[src/rtl/opb_status_bank_ppc_if.sv]
// opb_status_bank_ppc_if: OPB bus bundle between a master and opb_status_bank_ppc.
// OPB numbering is kept: bit 0 of every vector is its MSB.
interface opb_status_bank_ppc_if #(
   parameter int AW = 32,
   parameter int DW = 32
);
   logic [0:AW-1]   OPB_ABus;
   logic [0:DW/8-1] OPB_BE;
   logic [0:DW-1]   OPB_DBus;
   logic            OPB_RNW;
   logic            OPB_select;
   logic            OPB_seqAddr;
   logic [0:DW-1]   Sl_DBus;
   logic            Sl_errAck;
   logic            Sl_retry;
   logic            Sl_toutSup;
   logic            Sl_xferAck;

   modport master (
      output OPB_ABus, OPB_BE, OPB_DBus,
      output OPB_RNW, OPB_select, OPB_seqAddr,
      input  Sl_DBus, Sl_errAck, Sl_retry,
      input  Sl_toutSup, Sl_xferAck
   );

   modport slave (
      input  OPB_ABus, OPB_BE, OPB_DBus,
      input  OPB_RNW, OPB_select, OPB_seqAddr,
      output Sl_DBus, Sl_errAck, Sl_retry,
      output Sl_toutSup, Sl_xferAck
   );
endinterface

[src/rtl/opb_status_bank_ppc.sv]
// opb_status_bank_ppc: OPB slave with C_NUM_CH captured, sticky/W1C status words.
// Define OPB_STATUS_UPDCNT_EN to add 16-bit per-channel capture counters.
module opb_status_bank_ppc #(
   parameter logic [31:0] C_BASEADDR    = 32'h010C0100,
   parameter logic [31:0] C_HIGHADDR    = 32'h010C01FF,
   parameter int          C_OPB_AWIDTH  = 32,
   parameter int          C_OPB_DWIDTH  = 32,
   parameter int          C_NUM_CH      = 4,
   parameter int          C_DATA_W      = 32,
   parameter logic [31:0] C_STICKY_MASK = 32'h0
) (
   input  logic                         OPB_Clk,
   input  logic                         OPB_Rst,
   opb_status_bank_ppc_if.slave         opb,
   input  logic [C_NUM_CH*C_DATA_W-1:0] user_data_in,
   input  logic [C_NUM_CH-1:0]          user_valid,
   output logic                         irq
);
   localparam int AW = C_OPB_AWIDTH;
   localparam int DW = C_OPB_DWIDTH;
   localparam int BW = DW / 8;
   localparam logic [C_DATA_W-1:0] STK =
      C_STICKY_MASK[C_DATA_W-1:0];

   typedef enum logic [1:0] {
      IDLE, DECODE, ACK, HOLD
   } state_t;

   state_t        state_q, state_d;
   logic [AW-1:0] addr_q, off;
   logic [DW-1:0] wdata_q, wmask, wbits;
   logic [0:BW-1] be_q;
   logic          rnw_q, latch, hit, wr;
   logic          tout_q, tout_d, ack_q, ack_d;
   logic [DW-1:0] dbus_q, dbus_d, rdata;
   logic          freeze_q, freeze_d;
   logic          irq_en_q, irq_en_d;
   logic [C_NUM_CH-1:0] pend_q, pend_d, rise, pclr, cap;
   logic [C_DATA_W-1:0] ch_q [C_NUM_CH];
   logic [C_DATA_W-1:0] ch_d [C_NUM_CH];
`ifdef OPB_STATUS_UPDCNT_EN
   logic [15:0] cnt_q [C_NUM_CH];
   logic [15:0] cnt_d [C_NUM_CH];
`endif

   assign hit = opb.OPB_select
             && opb.OPB_ABus >= C_BASEADDR
             && opb.OPB_ABus <= C_HIGHADDR;
   assign off = (addr_q - C_BASEADDR) >> 2;
   assign wr  = (state_q == ACK) && !rnw_q;

   // OPB_BE[0] covers the most significant byte lane
   always_comb begin
      wmask = '0;
      for (int j = 0; j < BW; j++)
         wmask[8*j +: 8] = {8{be_q[BW-1-j]}};
   end
   assign wbits = wdata_q & wmask;

   for (genvar i = 0; i < C_NUM_CH; i++) begin : g_ch
      logic [C_DATA_W-1:0] dat, set, clr, keep;
      assign cap[i] = user_valid[i] & ~freeze_q;
      assign dat  = user_data_in[i*C_DATA_W +: C_DATA_W];
      assign set  = cap[i] ? (dat & STK) : '0;
      assign clr  = (wr && off == AW'(i)) ?
                    (wbits[C_DATA_W-1:0] & STK) : '0;
      assign keep = cap[i] ? (dat & ~STK) : (ch_q[i] & ~STK);
      assign ch_d[i] = keep | (ch_q[i] & STK & ~clr) | set;
      assign rise[i] = |(set & ~ch_q[i]);
`ifdef OPB_STATUS_UPDCNT_EN
      logic cwr;
      assign cwr = wr && off == AW'(C_NUM_CH + 2 + i);
      assign cnt_d[i] = cwr ? {15'd0, cap[i]} :
                        (cap[i] && cnt_q[i] != 16'hFFFF) ?
                        cnt_q[i] + 16'd1 : cnt_q[i];
`endif
   end

   assign pclr = (wr && off == AW'(C_NUM_CH + 1)) ?
                 wbits[C_NUM_CH-1:0] : '0;
   assign pend_d = (pend_q & ~pclr) | rise;

   always_comb begin
      freeze_d = freeze_q;
      irq_en_d = irq_en_q;
      if (wr && off == AW'(C_NUM_CH) && be_q[BW-1]) begin
         freeze_d = wdata_q[0];
         irq_en_d = wdata_q[1];
      end
   end

   always_comb begin
      rdata = '0;
      for (int i = 0; i < C_NUM_CH; i++) begin
         if (off == AW'(i))
            rdata[C_DATA_W-1:0] = ch_q[i];
`ifdef OPB_STATUS_UPDCNT_EN
         if (off == AW'(C_NUM_CH + 2 + i))
            rdata[15:0] = cnt_q[i];
`endif
      end
      if (off == AW'(C_NUM_CH))
         rdata[1:0] = {irq_en_q, freeze_q};
      if (off == AW'(C_NUM_CH + 1))
         rdata[C_NUM_CH-1:0] = pend_q;
   end

   always_comb begin
      state_d = state_q;
      tout_d  = 1'b0;
      ack_d   = 1'b0;
      dbus_d  = '0;
      latch   = 1'b0;
      unique case (state_q)
         IDLE: if (hit) begin
            state_d = DECODE;
            tout_d  = 1'b1;
            latch   = 1'b1;
         end
         DECODE: begin
            state_d = ACK;
            ack_d   = 1'b1;
            if (rnw_q) dbus_d = rdata;
         end
         ACK:  state_d = HOLD;
         HOLD: if (!opb.OPB_select) state_d = IDLE;
         default: state_d = IDLE;
      endcase
   end

   always_ff @(posedge OPB_Clk or posedge OPB_Rst) begin
      if (OPB_Rst) begin
         state_q  <= IDLE;
         tout_q   <= 1'b0;
         ack_q    <= 1'b0;
         dbus_q   <= '0;
         addr_q   <= '0;
         wdata_q  <= '0;
         be_q     <= '0;
         rnw_q    <= 1'b0;
         freeze_q <= 1'b0;
         irq_en_q <= 1'b0;
         pend_q   <= '0;
         irq      <= 1'b0;
         for (int i = 0; i < C_NUM_CH; i++)
            ch_q[i] <= '0;
      end else begin
         state_q  <= state_d;
         tout_q   <= tout_d;
         ack_q    <= ack_d;
         dbus_q   <= dbus_d;
         if (latch) begin
            addr_q  <= opb.OPB_ABus;
            wdata_q <= opb.OPB_DBus;
            be_q    <= opb.OPB_BE;
            rnw_q   <= opb.OPB_RNW;
         end
         freeze_q <= freeze_d;
         irq_en_q <= irq_en_d;
         pend_q   <= pend_d;
         irq      <= irq_en_q & |pend_q;
         for (int i = 0; i < C_NUM_CH; i++)
            ch_q[i] <= ch_d[i];
      end
   end

`ifdef OPB_STATUS_UPDCNT_EN
   always_ff @(posedge OPB_Clk or posedge OPB_Rst) begin
      if (OPB_Rst) begin
         for (int i = 0; i < C_NUM_CH; i++)
            cnt_q[i] <= '0;
      end else begin
         for (int i = 0; i < C_NUM_CH; i++)
            cnt_q[i] <= cnt_d[i];
      end
   end
`endif

   assign opb.Sl_DBus    = dbus_q;
   assign opb.Sl_errAck  = 1'b0;
   assign opb.Sl_retry   = 1'b0;
   assign opb.Sl_toutSup = tout_q;
   assign opb.Sl_xferAck = ack_q;

   logic unused_ok;
   assign unused_ok = ^{opb.OPB_seqAddr, wdata_q, wmask, wbits};
endmodule

[src/flat_wrapper.sv]
// flat-port wrapper written by rule: the top's interface ports become plain ports
module opb_status_bank_ppc_flat 
#(
   parameter logic [31:0] C_BASEADDR    = 32'h010C0100,
   parameter logic [31:0] C_HIGHADDR    = 32'h010C01FF,
   parameter int          C_OPB_AWIDTH  = 32,
   parameter int          C_OPB_DWIDTH  = 32,
   parameter int          C_NUM_CH      = 4,
   parameter int          C_DATA_W      = 32,
   parameter logic [31:0] C_STICKY_MASK = 32'h0
)
  (OPB_Clk, OPB_Rst, user_data_in, user_valid, irq, opb_OPB_ABus, opb_OPB_BE, opb_OPB_DBus, opb_OPB_RNW, opb_OPB_select, opb_OPB_seqAddr, opb_Sl_DBus, opb_Sl_errAck, opb_Sl_retry, opb_Sl_toutSup, opb_Sl_xferAck);
  opb_status_bank_ppc_if opb_i ();
  input  logic OPB_Clk;
  input  logic OPB_Rst;
  input  logic [C_NUM_CH*C_DATA_W-1:0] user_data_in;
  input  logic [C_NUM_CH-1:0] user_valid;
  output logic irq;
  input wire logic [$bits(opb_i.OPB_ABus)-1:0] opb_OPB_ABus;
  input wire logic [$bits(opb_i.OPB_BE)-1:0] opb_OPB_BE;
  input wire logic [$bits(opb_i.OPB_DBus)-1:0] opb_OPB_DBus;
  input wire logic [$bits(opb_i.OPB_RNW)-1:0] opb_OPB_RNW;
  input wire logic [$bits(opb_i.OPB_select)-1:0] opb_OPB_select;
  input wire logic [$bits(opb_i.OPB_seqAddr)-1:0] opb_OPB_seqAddr;
  output wire logic [$bits(opb_i.Sl_DBus)-1:0] opb_Sl_DBus;
  output wire logic [$bits(opb_i.Sl_errAck)-1:0] opb_Sl_errAck;
  output wire logic [$bits(opb_i.Sl_retry)-1:0] opb_Sl_retry;
  output wire logic [$bits(opb_i.Sl_toutSup)-1:0] opb_Sl_toutSup;
  output wire logic [$bits(opb_i.Sl_xferAck)-1:0] opb_Sl_xferAck;
  assign opb_i.OPB_ABus = opb_OPB_ABus;
  assign opb_i.OPB_BE = opb_OPB_BE;
  assign opb_i.OPB_DBus = opb_OPB_DBus;
  assign opb_i.OPB_RNW = opb_OPB_RNW;
  assign opb_i.OPB_select = opb_OPB_select;
  assign opb_i.OPB_seqAddr = opb_OPB_seqAddr;
  assign opb_Sl_DBus = opb_i.Sl_DBus;
  assign opb_Sl_errAck = opb_i.Sl_errAck;
  assign opb_Sl_retry = opb_i.Sl_retry;
  assign opb_Sl_toutSup = opb_i.Sl_toutSup;
  assign opb_Sl_xferAck = opb_i.Sl_xferAck;
  opb_status_bank_ppc #(.C_BASEADDR(C_BASEADDR), .C_HIGHADDR(C_HIGHADDR), .C_OPB_AWIDTH(C_OPB_AWIDTH), .C_OPB_DWIDTH(C_OPB_DWIDTH), .C_NUM_CH(C_NUM_CH), .C_DATA_W(C_DATA_W), .C_STICKY_MASK(C_STICKY_MASK)) u_core (.OPB_Clk(OPB_Clk), .OPB_Rst(OPB_Rst), .opb(opb_i), .user_data_in(user_data_in), .user_valid(user_valid), .irq(irq));
endmodule
[config.mk]
export PLATFORM = sky130hd
export DESIGN_NAME = opb_status_bank_ppc_flat
export DESIGN_NICKNAME = d
export VERILOG_FILES = /design/src/rtl/opb_status_bank_ppc_if.sv /design/src/rtl/opb_status_bank_ppc.sv /design/src/flat_wrapper.sv
export SDC_FILE = /design/constraint.sdc
export NUM_CORES = 1
export LEC_CHECK = 0
export CAP_MARGIN = 25
export CORE_ASPECT_RATIO = 1.4
export CORE_MARGIN = 4
export CORE_UTILIZATION = 45
export DETAILED_ROUTE_END_ITERATION = 10
export HOLD_SLACK_MARGIN = 0.06
export PLACE_DENSITY_LB_ADDON = 0.15
export SLEW_MARGIN = 25
export SYNTH_ARGS = -nofsm -noshare
export SYNTH_HDL_FRONTEND = slang
export SYNTH_SLANG_ARGS = --single-unit
[constraint.sdc]
create_clock -name OPB_Clk -period 13.5 [get_ports OPB_Clk]
set_input_delay 1.35 -clock OPB_Clk [delete_from_list [all_inputs] [get_ports OPB_Clk]]
set_output_delay 1.35 -clock OPB_Clk [all_outputs]
set_load 0.005 [all_outputs]
==> Word level (Yosys, flattened, before mapping) <==
Index checks and enable logic that the tools add are counted.
{ "word_totals": {"regBits": 209, "output_inout_bits": 37} }
{ "classes": {"n_eq_ne": 10, "mux": 15, "n_lt_le_gt_ge": 2, "n_reduce_logical": 11, "addsub": 1, "bitwise": 9} }
{ "op_table": {"columns": ["cell", "count"], "rows": [
  ["2-to-1 mux 32 bit", 6],
  ["== test 30 x 2 -> 1 bit (second input constant)", 2],
  ["== test 30 x 3 -> 1 bit (second input constant)", 2],
  ["greater-or-equal comparator 32 x 25 -> 1 bit (second input constant)", 1],
  ["less-or-equal comparator 32 x 25 -> 1 bit (second input constant)", 1],
  ["zero test 32 bit", 1],
  ["subtractor 32 x 25 -> 32 bit (second input constant)", 1],
  ["== test 30 x 1 -> 1 bit (second input constant)", 1],
  ["AND 4 bit", 2],
  ["2-to-1 mux 4 bit", 2],
  ["one-hot mux 2 bit (4 select lines)", 1],
  ["logical AND 1 bit", 6],
  ["2-to-1 mux 2 bit", 3],
  ["AND 1 bit", 5],
  ["== test 2 bit (second input constant)", 2],
  ["inverter 4 bit", 1],
  ["OR reduction 4 bit", 1],
  ["2-to-1 mux 1 bit", 3],
  ["== test 2 x 1 -> 1 bit (second input constant)", 1],
  ["zero test 2 bit", 1],
  ["!= test 2 x 1 -> 1 bit (second input constant)", 1],
  ["!= test 2 bit (second input constant)", 1],
  ["AND reduction 2 bit", 1],
  ["zero test 1 bit", 1],
  ["inverter 1 bit", 1]
]} }

==> Depth between registers and ports, before layout <==
Gate-level depths: netlist (run 1).
{ "depth": {"ltp_word": 10, "depth_mapped": 8} }

==> Least setup slack after synthesis (run 1) <==
OpenSTA, ideal clock, no wires.
{ "synth_path": {"path_kind": "input -> register", "start": "input opb_OPB_ABus[11]", "end": "register u_core.be_q[3] (netlist name)", "setup_time_ps": 125, "path_stages": 5, "arrival_ps": 2952, "path_slack_ps": 10423, "cell_sequence": "nor4b_1 > nand4_1 > nor3_2 > clkbuf_1 > mux2_2"} }
{ "synth_between": {"elab_chain_len": 5, "elab_cells_between_ends": 6, "classes_between": "order compare (2); mux (2); reduce/logical (2)"} }
{ "synth_lines": {"columns": ["element", "line_no", "text"], "rows": [
  ["from (decl)", "flat_wrapper.sv:19", "input wire logic [$bits(opb_i.OPB_ABus)-1:0] opb_OPB_ABus;"],
  ["greater-or-equal comparator 32 x 25 -> 1 bit", "opb_status_bank_ppc.sv:47", "&& opb.OPB_ABus >= C_BASEADDR"],
  ["logical AND 1 bit", "opb_status_bank_ppc.sv:47", null],
  ["logical AND 1 bit *", "opb_status_bank_ppc.sv:48", "&& opb.OPB_ABus <= C_HIGHADDR;"],
  ["2-to-1 mux 1 bit *", "opb_status_bank_ppc.sv:115", "IDLE: if (hit) begin"],
  ["2-to-1 mux 1 bit *", "opb_status_bank_ppc.sv:114", "unique case (state_q)"],
  ["to (signal assigned)", "opb_status_bank_ppc.sv:155", "be_q <= opb.OPB_BE;"],
  ["to (decl)", "opb_status_bank_ppc.sv:32", "logic [0:BW-1] be_q;"]
]} }
Mark *: on every way between the ends. The rest lies on a longest branch, timed or not.
A chain may end at the register's enable or synchronous reset.

==> results of run 1 <==
area by class of cell:
type,instances,share of cell area
Clock inverter,4,0.005950
Inverter,8,0.003187
Timing Repair Buffer,213,0.1793
Multi-Input combinational cell,313,0.2933
Clock buffer,31,0.05121
Antenna cell,1,0.0002125
Tap cell,248,0.02635
Sequential cell,207,0.4404
layout by cell type, fill, tap and decap left out, types with 4 or more instances in the layout:
master,netlist,routed
a21boi_0,4,4
buf_4,2,8
clkbuf_1,16,6
clkbuf_16,0,21
clkbuf_8,0,4
clkdlybuf4s50_1,0,205
dfrtp_1,207,204
ha_1,4,4
inv_1,8,7
mux2_2,143,143
mux2i_1,5,5
mux4_2,32,32
nand2_1,6,6
nand4_1,6,6
nor2_1,15,15
nor2b_1,22,18
nor2b_4,0,4
nor3b_2,26,26
nor4b_1,8,8
or2_2,5,5
routing by layer:
metal / GRT usage / wire length, um / up-vias
met4: 0.04383 / 388 / 0
met5: 0 / 0 / -
li1: - / - / 2451
met1: 0.2392 / 8245 / 2833
met3: 0.03268 / 1103 / 30
met2: 0.3590 / 11550 / 152
through the flow:
stage / util / std cells / power [mW] / cell area (um^2) / setup slack, ns
after floorplan: - / 565 / 0.7789 / 8796 / 6.498
after global placement: 0.5773 / 989 / 0.8493 / 11100 / 9.935
after detailed placement: 0.5776 / 989 / 0.8602 / 11100 / 9.836
after CTS: 0.6126 / 1024 / 1.434 / 11770 / 10.36
after global routing: 0.6126 / 1024 / 1.478 / 11770 / 10.10
final: 0.6128 / 1025 / 1.416 / 11780 / 10.40
critical path: stages:
cell and delay (ns):
clkdlybuf4s50_1 0.49, inv_8 0.60, buf_4 0.86
flip-flops by register name (all words and copies together), names as in the netlist:
register and cells:
u_core.addr_q 30, u_core.be_q 1, u_core.ch_q 128, u_core.freeze_q 1, u_core.irq 1, u_core.irq_en_q 1, u_core.opb.Sl_DBus 32, u_core.opb.Sl_toutSup 1
u_core.opb.Sl_xferAck 1, u_core.pend_q 4, u_core.rnw_q 1, u_core.state_q 2, u_core.wdata_q 4
power by group through the flow:
stage | combinational, mW | clock (mW) | sequential [mW]
2_1_floorplan | 0.0892 | 0 | 0.690
3_3_place_gp | 0.156 | 0 | 0.693
3_5_place_dp | 0.163 | 0 | 0.698
4_1_cts | 0.164 | 0.585 | 0.686
5_1_grt | 0.176 | 0.611 | 0.691
6_report | 0.160 | 0.570 | 0.686
kinds of logic after synthesis:
logic type	Yosys count	share of synthesized area
fa+ha+maj	4	0.005693
other cells	1	0.0004265
compound gates	16	0.01352
buf+inv	45	0.02291
mux	180	0.2708
flops	207	0.5892
simple gates	111	0.09748
path summary, 6_finish.rpt:
path | end | slack, ns | depth (start not counted)
min reg2reg | u_core.pend_q[2]$_DFF_PP0_ | 0.46 | 1
min in group asynchronous | u_core.ch_q[3]$_DFFE_PP0P_ | 1.42 | 2
max | u_core.addr_q[3]$_DFFE_PP0P_ | 10.40 | 3
max reg2reg | u_core.opb.Sl_DBus[0]$_DFF_PP0_ | 10.78 | 6
max in group OPB_Clk | u_core.addr_q[3]$_DFFE_PP0P_ | 10.60 | 6
min | u_core.pend_q[2]$_DFF_PP0_ | 0.46 | 1
==> results.json, run 1 <==
{
  "grt_pass1_vias": 6338,
  "num_rows": 60,
  "first_pass_iters": 4,
  "ctsHoldBuffers": 0,
  "hp-class": "flip-flop to flip-flop",
  "synth_area_um2": 8792,
  "synthCells": 564,
  "die_w_um": 126.1,
  "crit_start": "OPB_Rst",
  "post-dp-hpwl_mm": 14.10,
  "critPathKind": "primary input to async pin",
  "final.setup.tns_ns": 0,
  "viasPerCell": 5.333,
  "die_height_um": 173.4,
  "portBuffers": 205,
  "switching_share": 0.2127,
  "numCtsBuffers": 21,
  "hold_viol": 0,
  "synth_commonest_cells": "207 x dfrtp_1, 143 x mux2_2, 32 x mux4_2",
  "synth_top_area_share": 0.5892,
  "ios": 242,
  "leakagePower_nw": 4.898,
  "start_util": 0.4575,
  "r2r-start": "u_core.addr_q[14]$_DFFE_PP0P_",
  "vias": 5466,
  "power.internal_mw": 1.115,
  "ys_warn_count": 0,
  "drive_above_1_share": 0.3299,
  "place_congestion": 0.8416,
  "drv_slew": 0,
  "wl_per_cell_um": 20.77,
  "grt_max_degree": 135,
  "drc": 0,
  "cp_max_fo": 134,
  "rsz0062_at_grt": "no",
  "wl_mm": 21.29,
  "power_frac_comb": 0.113,
  "yosysSeqAreaShare": 0.5892,
  "fmaxAchievable_mhz": 322.1,
  "drt_iter0_drc": 203,
  "grt_usage": 0.1951,
  "ys_seq_elements": 207,
  "clkLatencyLatePin_ns": 0.48,
  "async_reset_ff_frac": 1.000,
  "power_switching_uw": 301.1,
  "htree_levels": 1,
  "grt-ovfl-total": 0,
  "worstPathRequired_ns": 13.88,
  "power_frac_clock": 0.402,
  "period_share": 0.2299,
  "nNetsFinal": 973,
  "ys_types": 43,
  "nFillCells": 1471,
  "critPathLaunchType": "primary input",
  "cts_resized": 0,
  "seqCellArea_um2": 5186,
  "critical_path.endpoint_type": "async pin",
  "path_clk_slew_ns": 0.06,
  "core_area_um2": 19220,
  "synth_ff_type": "dfrtp_1",
  "hp-start": "u_core.wdata_q[2]$_DFFE_PP0P_",
  "max_cap_viol_count": 0,
  "slew-limit-headroom": 0.3737,
  "ant_nets": 0,
  "synth-edff-count": 0,
  "netlist.top_cell.by_area": "dfrtp_1",
  "yosys-top-cells-area": "dfrtp_1 59%, mux2_2 18%, mux4_2 8.2%, nor3b_2 3.7%, nor2b_1 1.6%",
  "grt_pass1_wl_mm": 34.11,
  "period_needed_ns": 3.104,
  "status": "finished, final reports clean",
  "cts-root-buf": "clkbuf_16",
  "skew_ns": 0.007615,
  "antenna_found_initial": 0,
  "cts_sinks": 207,
  "setup_violations": 0,
  "cts_setup_buffers": 0,
  "synth.most_common_cell": "dfrtp_1",
  "cts_tree": "done",
  "dieArea_um2": 21870,
  "arrival_ns": 3.48,
  "area_growth_pct": 33.94,
  "avgSynthCellArea_um2": 15.59,
  "multiInputGateArea_um2": 3455,
  "hold_ws_ns": 0.4556,
  "pwr_density_cell_nw_per_um2": 120.2,
  "clockBufferDepth": 3,
  "worstMarginPinSlew_ns": 0.9394,
  "ir_drop_uv": 76.70,
  "seqPwrFrac": 0.485
}
(Power assumes the default switching activity.)
==> run 2, diff against run 1 <==
--- a/config.mk
+++ b/config.mk
@@ -8,7 +8,7 @@
 export CAP_MARGIN = 25
 export CORE_ASPECT_RATIO = 1.4
 export CORE_MARGIN = 4
-export CORE_UTILIZATION = 45
+export CORE_UTILIZATION = 44
 export DETAILED_ROUTE_END_ITERATION = 10
 export HOLD_SLACK_MARGIN = 0.06
 export PLACE_DENSITY_LB_ADDON = 0.15
==> constraint.sdc (replaced) <==
create_clock -name OPB_Clk -period 2.74 [get_ports OPB_Clk]
set_input_delay 0.274 -clock OPB_Clk [delete_from_list [all_inputs] [get_ports OPB_Clk]]
set_output_delay 0.274 -clock OPB_Clk [all_outputs]
set_load 0.005 [all_outputs]
==> results.json, run 2 (synthesized netlist as in run 1, its figures left out) <==
{
  "grt_pass1_vias": 6394,
  "worst-path-buf-inv": 1,
  "drc": 0,
  "dr_wl_met2_mm": 11.75,
  "grt-ovfl-total": 0,
  "numCtsBuffers": 22,
  "area_growth_pct": 36.27,
  "dieArea_um2": 22340,
  "cts-root-buf": "clkbuf_16",
  "cts_sinks": 207,
  "final_cell_mix": "205 x clkdlybuf4s50_1, 204 x dfrtp_1, 143 x mux2_2",
  "hold_ws_ns": 0.09342,
  "clockBufferDepth": 3,
  "place_congestion": 0.8759,
  "final.setup.tns_ns": 0,
  "grt_max_degree": 92,
  "cp_slowest_cell": "or4_4",
  "leakagePower_nw": 4.990,
  "stdcell_area_um2": 11980,
  "num_rows": 60,
  "crit_family": "simple AND/OR/NAND/NOR gates",
  "ir_drop_uv": 488.9,
  "antenna_cells": 0,
  "ios": 242,
  "clkLatencyLatePin_ns": 0.50,
  "drive_above_1_share": 0.3460,
  "top_layer": "met4",
  "arrival_ns": 2.99,
  "nFillCells": 1454,
  "die_height_um": 175.3,
  "wl_met1_mm": 8.389,
  "rsz0062_at_grt": "no",
  "placed_cell_area_um2": 11230,
  "wl_per_cell_um": 20.90,
  "start_util": 0.4522,
  "grt_usage": 0.1966,
  "wl_mm": 21.68,
  "htree_levels": 1,
  "max_cap_viol_count": 0,
  "met3_length_mm": 1.108,
  "drt_iter0_drc": 208,
  "status": "finished, final reports clean",
  "viasPerCell": 5.308,
  "fmaxAchievable_mhz": 387.1,
  "skew_ns": 0.01727,
  "critPathLaunchType": "flip-flop",
  "vias": 5504,
  "path_clk_slew_ns": 0.06,
  "final_common_cell": "clkdlybuf4s50_1",
  "setup_violations": 0,
  "nNetsFinal": 984,
  "core_area_um2": 19440,
  "die_w_um": 127.5,
  "first_pass_iters": 4,
  "portBuffers": 205,
  "finalPower_mw": 6.988,
  "critical_path.max_stage_delay_ns": 0.58,
  "dp.cells": 996,
  "period_share": 0.9429,
  "critical_path.endpoint_type": "flip-flop",
  "regMostFlops": "u_core.ch_q",
  "hp-class": "primary input to async pin",
  "hold_viol": 0,
  "slew-limit-headroom": 0.5816,
  "period_needed_ns": 2.583,
  "antenna_found_initial": 0,
  "worstMarginPinSlew_ns": 0.6275,
  "grt_pass1_wl_mm": 34.46,
  "post-dp-hpwl_mm": 15.07,
  "worstPathRequired_ns": 3.15,
  "path_cells": "nor4_4 > nand4_1 > nor4_4 > nand4_1 > or4_4 > buf_12 > nor3b_2",
  "largest_register_ffs": 128,
  "pwr_density_cell_nw_per_um2": 583.3,
  "ant_nets": 0,
  "cts_tree": "done",
  "critPathKind": "flip-flop to flip-flop",
  "drv_slew": 0,
  "cp_max_fo": 24,
  "fin_cells": 1037
}
-- run 2: cell types whose count changed in the layout (fill, tap and decap cells not counted), sizes merged --
cell / before / now
inv: 8 / 7
diode: 1 / 0
clkinvlp: 0 / 1
buf: 8 / 18
clkinv: 2 / 4
clkbuf: 31 / 34
bufinv: 2 / 0
-- run 2: cell type report --
class | instances | area (um^2) | share of cell area
Sequential cell | 207 | 5186 | 0.4329
Multi-Input combinational cell | 313 | 3486 | 0.2909
Timing Repair Buffer | 223 | 2275 | 0.1898
Clock buffer | 34 | 655.6 | 0.05472
Tap cell | 248 | 310.3 | 0.02590
Clock inverter | 4 | 35.03 | 0.002924
Inverter | 8 | 33.78 | 0.002820
-- run 2: worst reg2reg max path, cell delays in order (launching register included) --
cell     delay [ns]
dfrtp_1        0.40
nor4_4         0.37
nand4_1        0.22
nor4_4         0.32
nand4_1        0.16
or4_4          0.58
buf_12         0.19
nor3b_2        0.24
-- run 2: through the flow --
stage,util,setup slack (ns)
final,0.6162,0.1566
after global routing,0.6162,0.01553
after CTS,0.6132,0.01587
after detailed placement,0.5777,0.05606
after global placement,0.5777,0.1075
after floorplan,-,-0.2202
-- run 2: path summary, 6_finish.rpt --
check	start	endpoint	slack, ns	cells after the start
max	u_core.addr_q[17]$_DFFE_PP0P_	u_core.opb.Sl_DBus[22]$_DFF_PP0_	0.16	7
min in group OPB_Clk	user_data_in[66]	u_core.ch_q[34]$_DFFE_PP0P_	0.39	2
min reg2reg	u_core.wdata_q[2]$_DFFE_PP0P_	u_core.pend_q[2]$_DFF_PP0_	0.46	1
min	OPB_Rst	u_core.ch_q[11]$_DFFE_PP0P_	0.09	2
max reg2reg	u_core.addr_q[17]$_DFFE_PP0P_	u_core.opb.Sl_DBus[22]$_DFF_PP0_	0.16	7
max in group asynchronous	OPB_Rst	u_core.opb.Sl_DBus[10]$_DFF_PP0_	1.88	3
-- run 2: what timing repair did --
action                     in CTS  in global routing
gates resized for setup         0                  6
setup buffers                   0                  3
hold buffers                    0                  0
setup endpoints to repair       0                 31
-- run 2: power by group --
group | leakage (nW) | total (mW) | internal [mW] | switching [mW]
clock network | 0.340 | 2.79 | 1.65 | 1.15
registers | 2.57 | 3.38 | 3.27 | 0.110
logic | 2.08 | 0.813 | 0.534 | 0.279
total | 4.99 | 6.99 | 5.45 | 1.54
-- run 2: layer usage --
layer  up-vias  track usage
met5         -            0
met4         0      0.05501
met3        30      0.03316
met2       176       0.3583
met1      2835       0.2383
li1       2463            -
